File: src/rtl/dds_freq_cfg_ctrl.sv
// Purpose : sequences FTW words from the UART receiver into the DDS phase accumulator,
//           range-checking each word and applying it glitch-free at the accumulator wrap.
// Latency : rx_done -> new o_ftw in 3 cycles minimum (CHECK, WAIT_SYNC, APPLY); at most
//           SYNC_WAIT_MAX cycles spent waiting for i_dds_sync before a forced apply.
// Backpr. : none toward the receiver; a word arriving in CHECK/APPLY is parked in a one-deep
//           hold register (overwritten by later arrivals), a word arriving in WAIT_SYNC
//           replaces the pending word.
//
// Ports:
//   clk, rst          system clock, synchronous active-high reset
//   i_rx_done         one-cycle pulse: i_rx_word is a complete 32-bit word
//   i_rx_word         assembled word, MSB byte first
//   i_rx_byte_num     receiver byte index, nonzero while a frame is in progress
//   i_dds_sync        one-cycle pulse at phase accumulator wrap
//   i_cfg_lock        (DDS_FREQ_CFG_LOCK_EN only) holds a checked word back from WAIT_SYNC
//   o_uart_rst        2-cycle reset request to the receiver after a stalled frame
//   o_ftw             active frequency tuning word
//   o_ftw_update      one-cycle pulse on the first cycle of a new o_ftw
//   o_busy            high whenever the FSM is not IDLE
//   o_err_range       one-cycle pulse on a word above FTW_MAX
//   o_rej_count       saturating count of rejected words
//
// Optional feature: define DDS_FREQ_CFG_LOCK_EN to add the i_cfg_lock input.

module dds_freq_cfg_ctrl #(
    parameter logic [31:0] FTW_DEFAULT    = 32'h0000_0000,
    parameter logic [31:0] FTW_MAX        = 32'h7FFF_FFFF,
    parameter int          SYNC_WAIT_MAX  = 1024,
    parameter int          TIMEOUT_CYCLES = 52100
) (
    input  logic        clk,
    input  logic        rst,
    input  logic        i_rx_done,
    input  logic [31:0] i_rx_word,
    input  logic [1:0]  i_rx_byte_num,
    input  logic        i_dds_sync,
`ifdef DDS_FREQ_CFG_LOCK_EN
    input  logic        i_cfg_lock,
`endif
    output logic        o_uart_rst,
    output logic [31:0] o_ftw,
    output logic        o_ftw_update,
    output logic        o_busy,
    output logic        o_err_range,
    output logic [7:0]  o_rej_count
);

    localparam int SW = (SYNC_WAIT_MAX  > 1) ? $clog2(SYNC_WAIT_MAX)  : 1;
    localparam int WW = (TIMEOUT_CYCLES > 1) ? $clog2(TIMEOUT_CYCLES) : 1;
    localparam logic [SW-1:0] SYNC_LAST = SW'(SYNC_WAIT_MAX - 1);
    localparam logic [WW-1:0] WD_LAST   = WW'(TIMEOUT_CYCLES - 1);

    typedef enum logic [1:0] {
        IDLE      = 2'd0,
        CHECK     = 2'd1,
        WAIT_SYNC = 2'd2,
        APPLY     = 2'd3
    } state_t;

    state_t r_state;
    state_t w_next_state;

    logic [31:0]   r_pend;
    logic [31:0]   r_hold;
    logic          r_hold_valid;
    logic [SW-1:0] r_sync_cnt;
    logic [31:0]   r_ftw;
    logic          r_ftw_update;
    logic          r_busy;
    logic          r_err_range;
    logic [7:0]    r_rej_count;

    logic [WW-1:0] r_wd_cnt;
    logic [1:0]    r_byte_num_q;
    logic          r_uart_rst;
    logic          r_uart_ext;

    logic w_lock;
    logic w_illegal;
    logic w_same;
    logic w_pend_from_rx;
    logic w_pend_from_hold;
    logic w_hold_wr;
    logic w_hold_clr;
    logic w_reject;
    logic w_apply;
    logic w_sync_clr;
    logic w_sync_inc;

`ifdef DDS_FREQ_CFG_LOCK_EN
    assign w_lock = i_cfg_lock;
`else
    assign w_lock = 1'b0;
`endif

    assign w_illegal = (r_pend > FTW_MAX);
    assign w_same    = (r_pend == r_ftw);

    // ---------------- FSM state register ----------------
    always_ff @(posedge clk) begin
        if (rst) r_state <= IDLE;
        else     r_state <= w_next_state;
    end

    // ---------------- FSM next state / control strobes ----------------
    always_comb begin
        w_next_state     = r_state;
        w_pend_from_rx   = 1'b0;
        w_pend_from_hold = 1'b0;
        w_hold_wr        = 1'b0;
        w_hold_clr       = 1'b0;
        w_reject         = 1'b0;
        w_apply          = 1'b0;
        w_sync_clr       = 1'b0;
        w_sync_inc       = 1'b0;

        case (r_state)
            IDLE: begin
                if (r_hold_valid) begin
                    w_pend_from_hold = 1'b1;
                    w_hold_clr       = 1'b1;
                    w_next_state     = CHECK;
                    // A word landing while the hold drains re-fills it rather than being lost.
                    w_hold_wr        = i_rx_done;
                end else if (i_rx_done) begin
                    w_pend_from_rx = 1'b1;
                    w_next_state   = CHECK;
                end
            end
            CHECK: begin
                if (w_illegal) begin
                    w_reject     = 1'b1;
                    w_hold_wr    = i_rx_done;
                    w_next_state = IDLE;
                end else if (w_same) begin
                    w_hold_wr    = i_rx_done;
                    w_next_state = IDLE;
                end else if (w_lock) begin
                    // Locked: sit in CHECK; a fresh word replaces pend and gets re-checked.
                    w_pend_from_rx = i_rx_done;
                end else begin
                    w_sync_clr   = 1'b1;
                    w_hold_wr    = i_rx_done;
                    w_next_state = WAIT_SYNC;
                end
            end
            WAIT_SYNC: begin
                w_sync_inc = 1'b1;
                if (i_rx_done) begin
                    // Latest word wins; anything parked in hold is older, so drop it.
                    w_pend_from_rx = 1'b1;
                    w_hold_clr     = 1'b1;
                    w_next_state   = CHECK;
                end else if (w_lock) begin
                    w_next_state = CHECK;
                end else if (i_dds_sync || (r_sync_cnt == SYNC_LAST)) begin
                    w_apply      = 1'b1;
                    w_next_state = APPLY;
                end
            end
            APPLY: begin
                w_hold_wr    = i_rx_done;
                w_next_state = IDLE;
            end
            default: w_next_state = IDLE;
        endcase
    end

    // ---------------- datapath / registered outputs ----------------
    always_ff @(posedge clk) begin
        if (rst) begin
            r_pend       <= 32'h0;
            r_hold       <= 32'h0;
            r_hold_valid <= 1'b0;
            r_sync_cnt   <= '0;
            r_ftw        <= FTW_DEFAULT;
            r_ftw_update <= 1'b0;
            r_busy       <= 1'b0;
            r_err_range  <= 1'b0;
            r_rej_count  <= 8'h00;
        end else begin
            if (w_pend_from_rx)        r_pend <= i_rx_word;
            else if (w_pend_from_hold) r_pend <= r_hold;

            // Write wins over clear so a same-cycle arrival stays parked.
            if (w_hold_wr) begin
                r_hold       <= i_rx_word;
                r_hold_valid <= 1'b1;
            end else if (w_hold_clr) begin
                r_hold_valid <= 1'b0;
            end

            if (w_sync_clr)      r_sync_cnt <= '0;
            else if (w_sync_inc) r_sync_cnt <= r_sync_cnt + 1'b1;

            // ftw and its update pulse move together on entry to APPLY.
            r_ftw_update <= w_apply;
            if (w_apply) r_ftw <= r_pend;

            r_busy      <= (w_next_state != IDLE);
            r_err_range <= w_reject;
            if (w_reject && (r_rej_count != 8'hFF)) r_rej_count <= r_rej_count + 8'd1;
        end
    end

    // ---------------- receiver stall watchdog ----------------
    always_ff @(posedge clk) begin
        if (rst) begin
            r_wd_cnt     <= '0;
            r_byte_num_q <= 2'd0;
            r_uart_rst   <= 1'b0;
            r_uart_ext   <= 1'b0;
        end else begin
            r_byte_num_q <= i_rx_byte_num;
            // r_uart_ext stretches the reset request to a second cycle.
            r_uart_rst   <= r_uart_ext;
            r_uart_ext   <= 1'b0;
            if (i_rx_done || (i_rx_byte_num == 2'd0) || (i_rx_byte_num != r_byte_num_q)) begin
                r_wd_cnt <= '0;
            end else if (r_wd_cnt == WD_LAST) begin
                r_wd_cnt   <= '0;
                r_uart_rst <= 1'b1;
                r_uart_ext <= 1'b1;
            end else begin
                r_wd_cnt <= r_wd_cnt + 1'b1;
            end
        end
    end

    assign o_uart_rst   = r_uart_rst;
    assign o_ftw        = r_ftw;
    assign o_ftw_update = r_ftw_update;
    assign o_busy       = r_busy;
    assign o_err_range  = r_err_range;
    assign o_rej_count  = r_rej_count;

endmodule
File: config.mk
export PLATFORM = sky130hd
export DESIGN_NAME = dds_freq_cfg_ctrl
export DESIGN_NICKNAME = d
export VERILOG_FILES = /design/src/rtl/dds_freq_cfg_ctrl.sv
export SDC_FILE = /design/constraint.sdc
export NUM_CORES = 1
export LEC_CHECK = 0
export ABC_AREA = 1
export BUFFER_PORTS_ARGS = -buffer_cell sky130_fd_sc_hd__buf_2
export CAP_MARGIN = 20
export CORE_MARGIN = 5
export CORE_UTILIZATION = 62
export DETAILED_ROUTE_END_ITERATION = 10
export HOLD_SLACK_MARGIN = 0.03
export PLACE_DENSITY = 0.85
export SKIP_CTS_REPAIR_TIMING = 1
export SYNTH_ARGS = -nofsm -noshare
export SYNTH_HDL_FRONTEND = slang
export SYNTH_SLANG_ARGS = --single-unit
File: constraint.sdc
create_clock -name clk -period 2.19 [get_ports clk]
set_input_delay 0.219 -clock clk [delete_from_list [all_inputs] [get_ports clk]]
set_output_delay 0.219 -clock clk [all_outputs]
set_load 0.01 [all_outputs]
**Word-level counts from Yosys, hierarchy flattened**

Index checks and enable logic that the tools add are counted.

- Flip-flop bits (word level): 140
- Bits in latches: 0
- Bits in writable memories: 0
- ROM bits: 0
- Input port bits: 38
- Output and inout port bits: 44
- Logic and storage cells: 70
- Memories: 0

- Add/subtract/negate cells: 3
- Multiply operators: 0
- Divide/modulo/power cells: 0
- Order comparisons: 1
- Eq/ne operators: 8
- Shift operators: 0
- Mux-type cells: 31
- Bitwise logic cells: 0
- Reduce and logical (&&, ||, !) cells: 13

Operator list:

| kind | number |
|---|---|
| $mux 32 | 2 |
| $eq 32x32->1 | 1 |
| $gt 32x31->1 const B | 1 |
| $mux 1 | 19 |
| $add 16x1->16 const B | 1 |
| $eq 16x16->1 const B | 1 |
| $mux 2 | 6 |
| $add 10x1->10 const B | 1 |
| $eq 10x10->1 const B | 1 |
| $add 8x1->8 const B | 1 |
| $ne 8x8->1 const B | 1 |
| $pmux 2 s4 | 1 |
| $pmux 1 s2 | 3 |
| $reduce_bool 2->1 | 3 |
| $reduce_or 2->1 | 3 |
| $eq 2x2->1 const B | 2 |
| $logic_not 2->1 | 2 |
| $logic_or 1x1->1 | 3 |
| $reduce_or 3->1 | 1 |
| $eq 2x1->1 const B | 1 |
| $ne 2x2->1 | 1 |
| $logic_and 1x1->1 | 1 |

**Longest topological paths before layout**

- Word-level depth: 6
- Mapped depth: 12
- Gate-level depth less buffers: 12

**Least setup slack after synthesis**

Ideal clock, no wire load.

- Kind: register to register
- Start point: register r_sync_cnt[0]
- End point: register r_ftw[17], in the netlist o_ftw[17]
- Arrival time: 1.361 ns
- Data required time: 2.074 ns
- Slack: 0.714 ns
- Cell stages (with the launch flop): 10
- Buffers on the path: 1
- Period minus slack after synthesis: 1.476 ns
- Cells stage by stage: dfxtp_1 -> ha_1 -> nand4_4 -> nor2_4 -> nand3_2 -> nand2_2 -> nand2_4 -> buf_6 -> o21ai_0 -> nor2_1

- Word-level cells in the longest chain between the ends: 5

RTL lines:

| element | RTL line | RTL |
|---|---|---|
| from (decl) | 66 | `logic [SW-1:0] r_sync_cnt;` |
| from (signal assigned) | 194 | `else if (w_sync_inc) r_sync_cnt <= r_sync_cnt + 1'b1;` |
| $eq 10x10->1 | 156 | `end else if (i_dds_sync \|\| (r_sync_cnt == SYNC_LAST)) begin` |
| $logic_or 1x1->1 | 156 |  |
| $mux 1 | 156 |  |
| $mux 1 | 149 | `if (i_rx_done) begin` |
| $mux 1 | 117 | `case (r_state)` |
| to (signal assigned) | 198 | `if (w_apply) r_ftw <= r_pend;` |
| to (decl) | 67 | `logic [31:0] r_ftw;` |

No other way between the ends.
A chain may end at the register's enable or synchronous reset.

**Worst setup path after layout**

- Start point: register r_sync_cnt[0]
- End point: register r_ftw[10], in the netlist o_ftw[10]

Same word-level chain as after synthesis.

==> results.py <==
metrics = {
    "timing": {
        "slew_viol_final": 0,
        "final.setup_skew_ps": 6.67,
        "rsz0062_at_grt": "no",
        "setup_viol": 0,
        "min_period_ps": 2000,
        "timing.hold.ws_ps": -2.80,
        "finalHoldViolCount": 1,
        "worst_pin_slew_ps": 783,
        "fmax_mhz": 501,
        "fin_crit_sh": 0.912,
        "relSlewSlack": 0.475,
        "setup_tns_ps": 0,
    },
    "pwr": {
        "peakVddDrop_mv": 0.595,
        "power_frac_clock": 0.455,
        "p_sw_frac": 0.263,
        "p_leak_nw": 3.19,
        "switchingPower_w": 0.00162,
        "comb_power_share": 0.099,
        "p_int_w": 0.00455,
        "pwr-share-seq": 0.447,
        "power.density_mw_per_mm2": 835,
    },
    "finish": {
        "antenna_cells_inserted": 0,
        "synthToLayoutAreaGrowth_pct": 22.7,
        "multi_input_area_sq_mm": 0.00269,
        "instances_no_fill": 1033,
        "fillers": 675,
        "drive_above_1_share": 0.163,
        "nNetsFinal": 928,
        "seq_area_sq_mm": 0.00280,
    },
    "yosys": {
        "synthTopCellsByArea": "dfxtp_1 47%, nor2_1 11%, nand2_1 5.8%, o21ai_0 5.5%, inv_1 5.2%",
        "synth_nets": 823,
        "synth_top_area_frac": 0.465,
        "synth_seq_cells": 140,
        "synth.top_cells.by_count": "175 x nor2_1, 140 x dfxtp_1, 93 x nand2_1",
        "syn_area_per_cell_sq_um": 7.70,
        "synth_ff_type": "dfxtp_1",
        "yosys.area.top_type": "dfxtp_1",
        "synth_edf_count": 0,
        "yosysSeqAreaShare": 0.465,
        "syn-cell-area_sq_mm": 0.00602,
        "async_flop_share": 0,
        "yosysMostFrequentCell": "nor2_1",
        "syn_inst": 782,
        "synth.distinct_cells": 39,
        "ys_warn_count": 0,
    },
    "grt": {
        "grt_use_total": 0.264,
        "overflow": 0,
        "grt_pass1_wl_um": 24700,
        "antenna_found_initial": 0,
        "grt_pass1_vias": 5391,
        "grt_max_degree": 53,
    },
    "clock_tree": {
        "insertion_delay_ps": 540,
        "clkSinkCount": 140,
        "cts_buffers": 17,
        "clk_path_buf_depth": 2,
        "cts_tree": "done",
        "cts_max_level": 4,
        "cts_root_buffer": "clkbuf_8",
        "path_clk_slew_ps": 60,
    },
    "job": {
        "maxCapViolCount": 0,
    },
    "worst_hold_path": {
        "worst_hold_path_type": "in -> reg",
    },
    "setup_path": {
        "crit_fanout": 34,
        "cp.required_ps": 2660,
        "cpMostUsedCell": "nor2_1",
        "arrival_ps": 2470,
        "start_kind": "flop",
        "crit_chain": "ha_1, nand4_4, nor2_4, nand3_2, nand2_2, nand2_4, inv_6, nor2_1, nor2_1",
        "path_class": "reg -> reg",
        "cp-end-kind": "flop",
        "cpPeakStageDelay_ps": 380,
        "cpMaxStageDelayCell": "dfxtp_1",
    },
    "placed_design": {
        "dp_cells": 967,
        "place_hpwl_um": 9300,
        "numPortBuffers": 81,
        "gp_congestion": 0.877,
    },
    "status": {
        "failed_checks": "negative hold slack",
        "status": "complete, but fails checks",
    },
    "routing": {
        "viasPerCell": 5.64,
        "vias": 5824,
        "drc": 0,
        "ant_nets": 0,
        "drt_pass1_iterations": 6,
        "drt_iter0_drc": 551,
        "avgRoutedWirePerCell_um": 15.7,
        "finalWirelength_um": 16300,
    },
    "floorplan": {
        "die_h_um": 109,
        "num_rows": 36,
        "dieWidth_um": 109,
        "start_util": 0.625,
        "coreArea_sq_mm": 0.00964,
        "io_pins": 82,
        "dieArea_sq_mm": 0.0118,
    },
}
flip-flops by register name (all words and copies together) (netlist names), 2 cells and up:
name,cells
o_ftw,32
o_rej_count,8
r_sync_cnt,10
r_hold,32
r_wd_cnt,16
r_state,2
r_byte_num_q,2
r_pend,32
placed cells by master, fill, tap and decap left out, types with 16 or more instances in the layout:
master / netlist / final
nor2_1: 175 / 175
inv_1: 83 / 83
dlygate4sd3_1: 0 / 33
nand2_1: 93 / 93
xnor2_1: 30 / 30
a221oi_1: 32 / 32
a21oi_1: 42 / 42
o21ai_0: 66 / 66
buf_2: 9 / 81
dfxtp_1: 140 / 140
clkbuf_16: 0 / 16
through the flow:
stage	area, sq um	utilization	power, W	hold WS, ps	setup slack [ps]
CTS	7050	0.731	0.00611	-101	96.8
global placement	6470	0.671	0.00330	428	241
floorplan	6020	-	0.00317	349	714
finish	7390	0.766	0.00617	-2.80	193
detailed placement	6470	0.671	0.00333	450	141
global route	7390	0.766	0.00637	31.9	62.2
layer usage:
layer  part of all wire  up-vias  routed length, um  track usage
li1                   -     2754                  -            -
met1               0.39     2711               6370        0.317
met2               0.49      308               8030        0.448
met3              0.082       51               1330       0.0597
met4              0.032        0                525        0.125
met5                  0        -                  0            0
path summary, 6_finish.rpt:
path,startpoint,to,slack [ps],cells past startpoint
setup / recovery,r_sync_cnt[0]$_SDFFE_PP0P_,o_ftw[10]$_SDFFE_PP0P_,190,9
hold / removal,i_rx_word[0],r_hold[0]$_SDFFE_PP0P_,-3,3
setup reg to reg,r_sync_cnt[0]$_SDFFE_PP0P_,o_ftw[10]$_SDFFE_PP0P_,190,9
hold reg to reg,r_uart_ext$_SDFF_PP0_,o_uart_rst$_SDFF_PP0_,440,2
critical path: cells and delay by family, from the launching register on:
family                   cells  cell delay [ps]
adder cells (fa/ha/maj)      1              280
AND/OR/NAND/NOR              7              900
flip-flops                   1              380
buffers and inverters        1              350
cell type report:
class | instances | area share
inverters | 90 | 0.0467
flip-flops and latches | 140 | 0.379
clock buffers | 17 | 0.0561
multi-input cells | 519 | 0.364
repair buffers | 119 | 0.108
well taps | 133 | 0.0225
clock inverters | 15 | 0.0227
cells by family (layout without fill, tap and decap cells):
logic type,after synthesis,after routing,share of synthesized area
buf+inv,124,241,0.0898
compound gates,157,157,0.154
fa+ha+maj,3,3,0.00623
flops,140,140,0.465
simple gates,320,321,0.229
xor+xnor,38,38,0.0553
power groups by stage:
| stage | sequential, W | combinational [W] | clock, W |
|---|---|---|---|
| 2_1_floorplan | 0.00279 | 0.000383 | 0 |
| 3_3_place_gp | 0.00279 | 0.000508 | 0 |
| 3_5_place_dp | 0.00280 | 0.000527 | 0 |
| 4_1_cts | 0.00275 | 0.000543 | 0.00282 |
| 5_1_grt | 0.00276 | 0.000677 | 0.00293 |
| 6_report | 0.00275 | 0.000609 | 0.00280 |
Note: power is estimated with default switching activity, not from simulation.
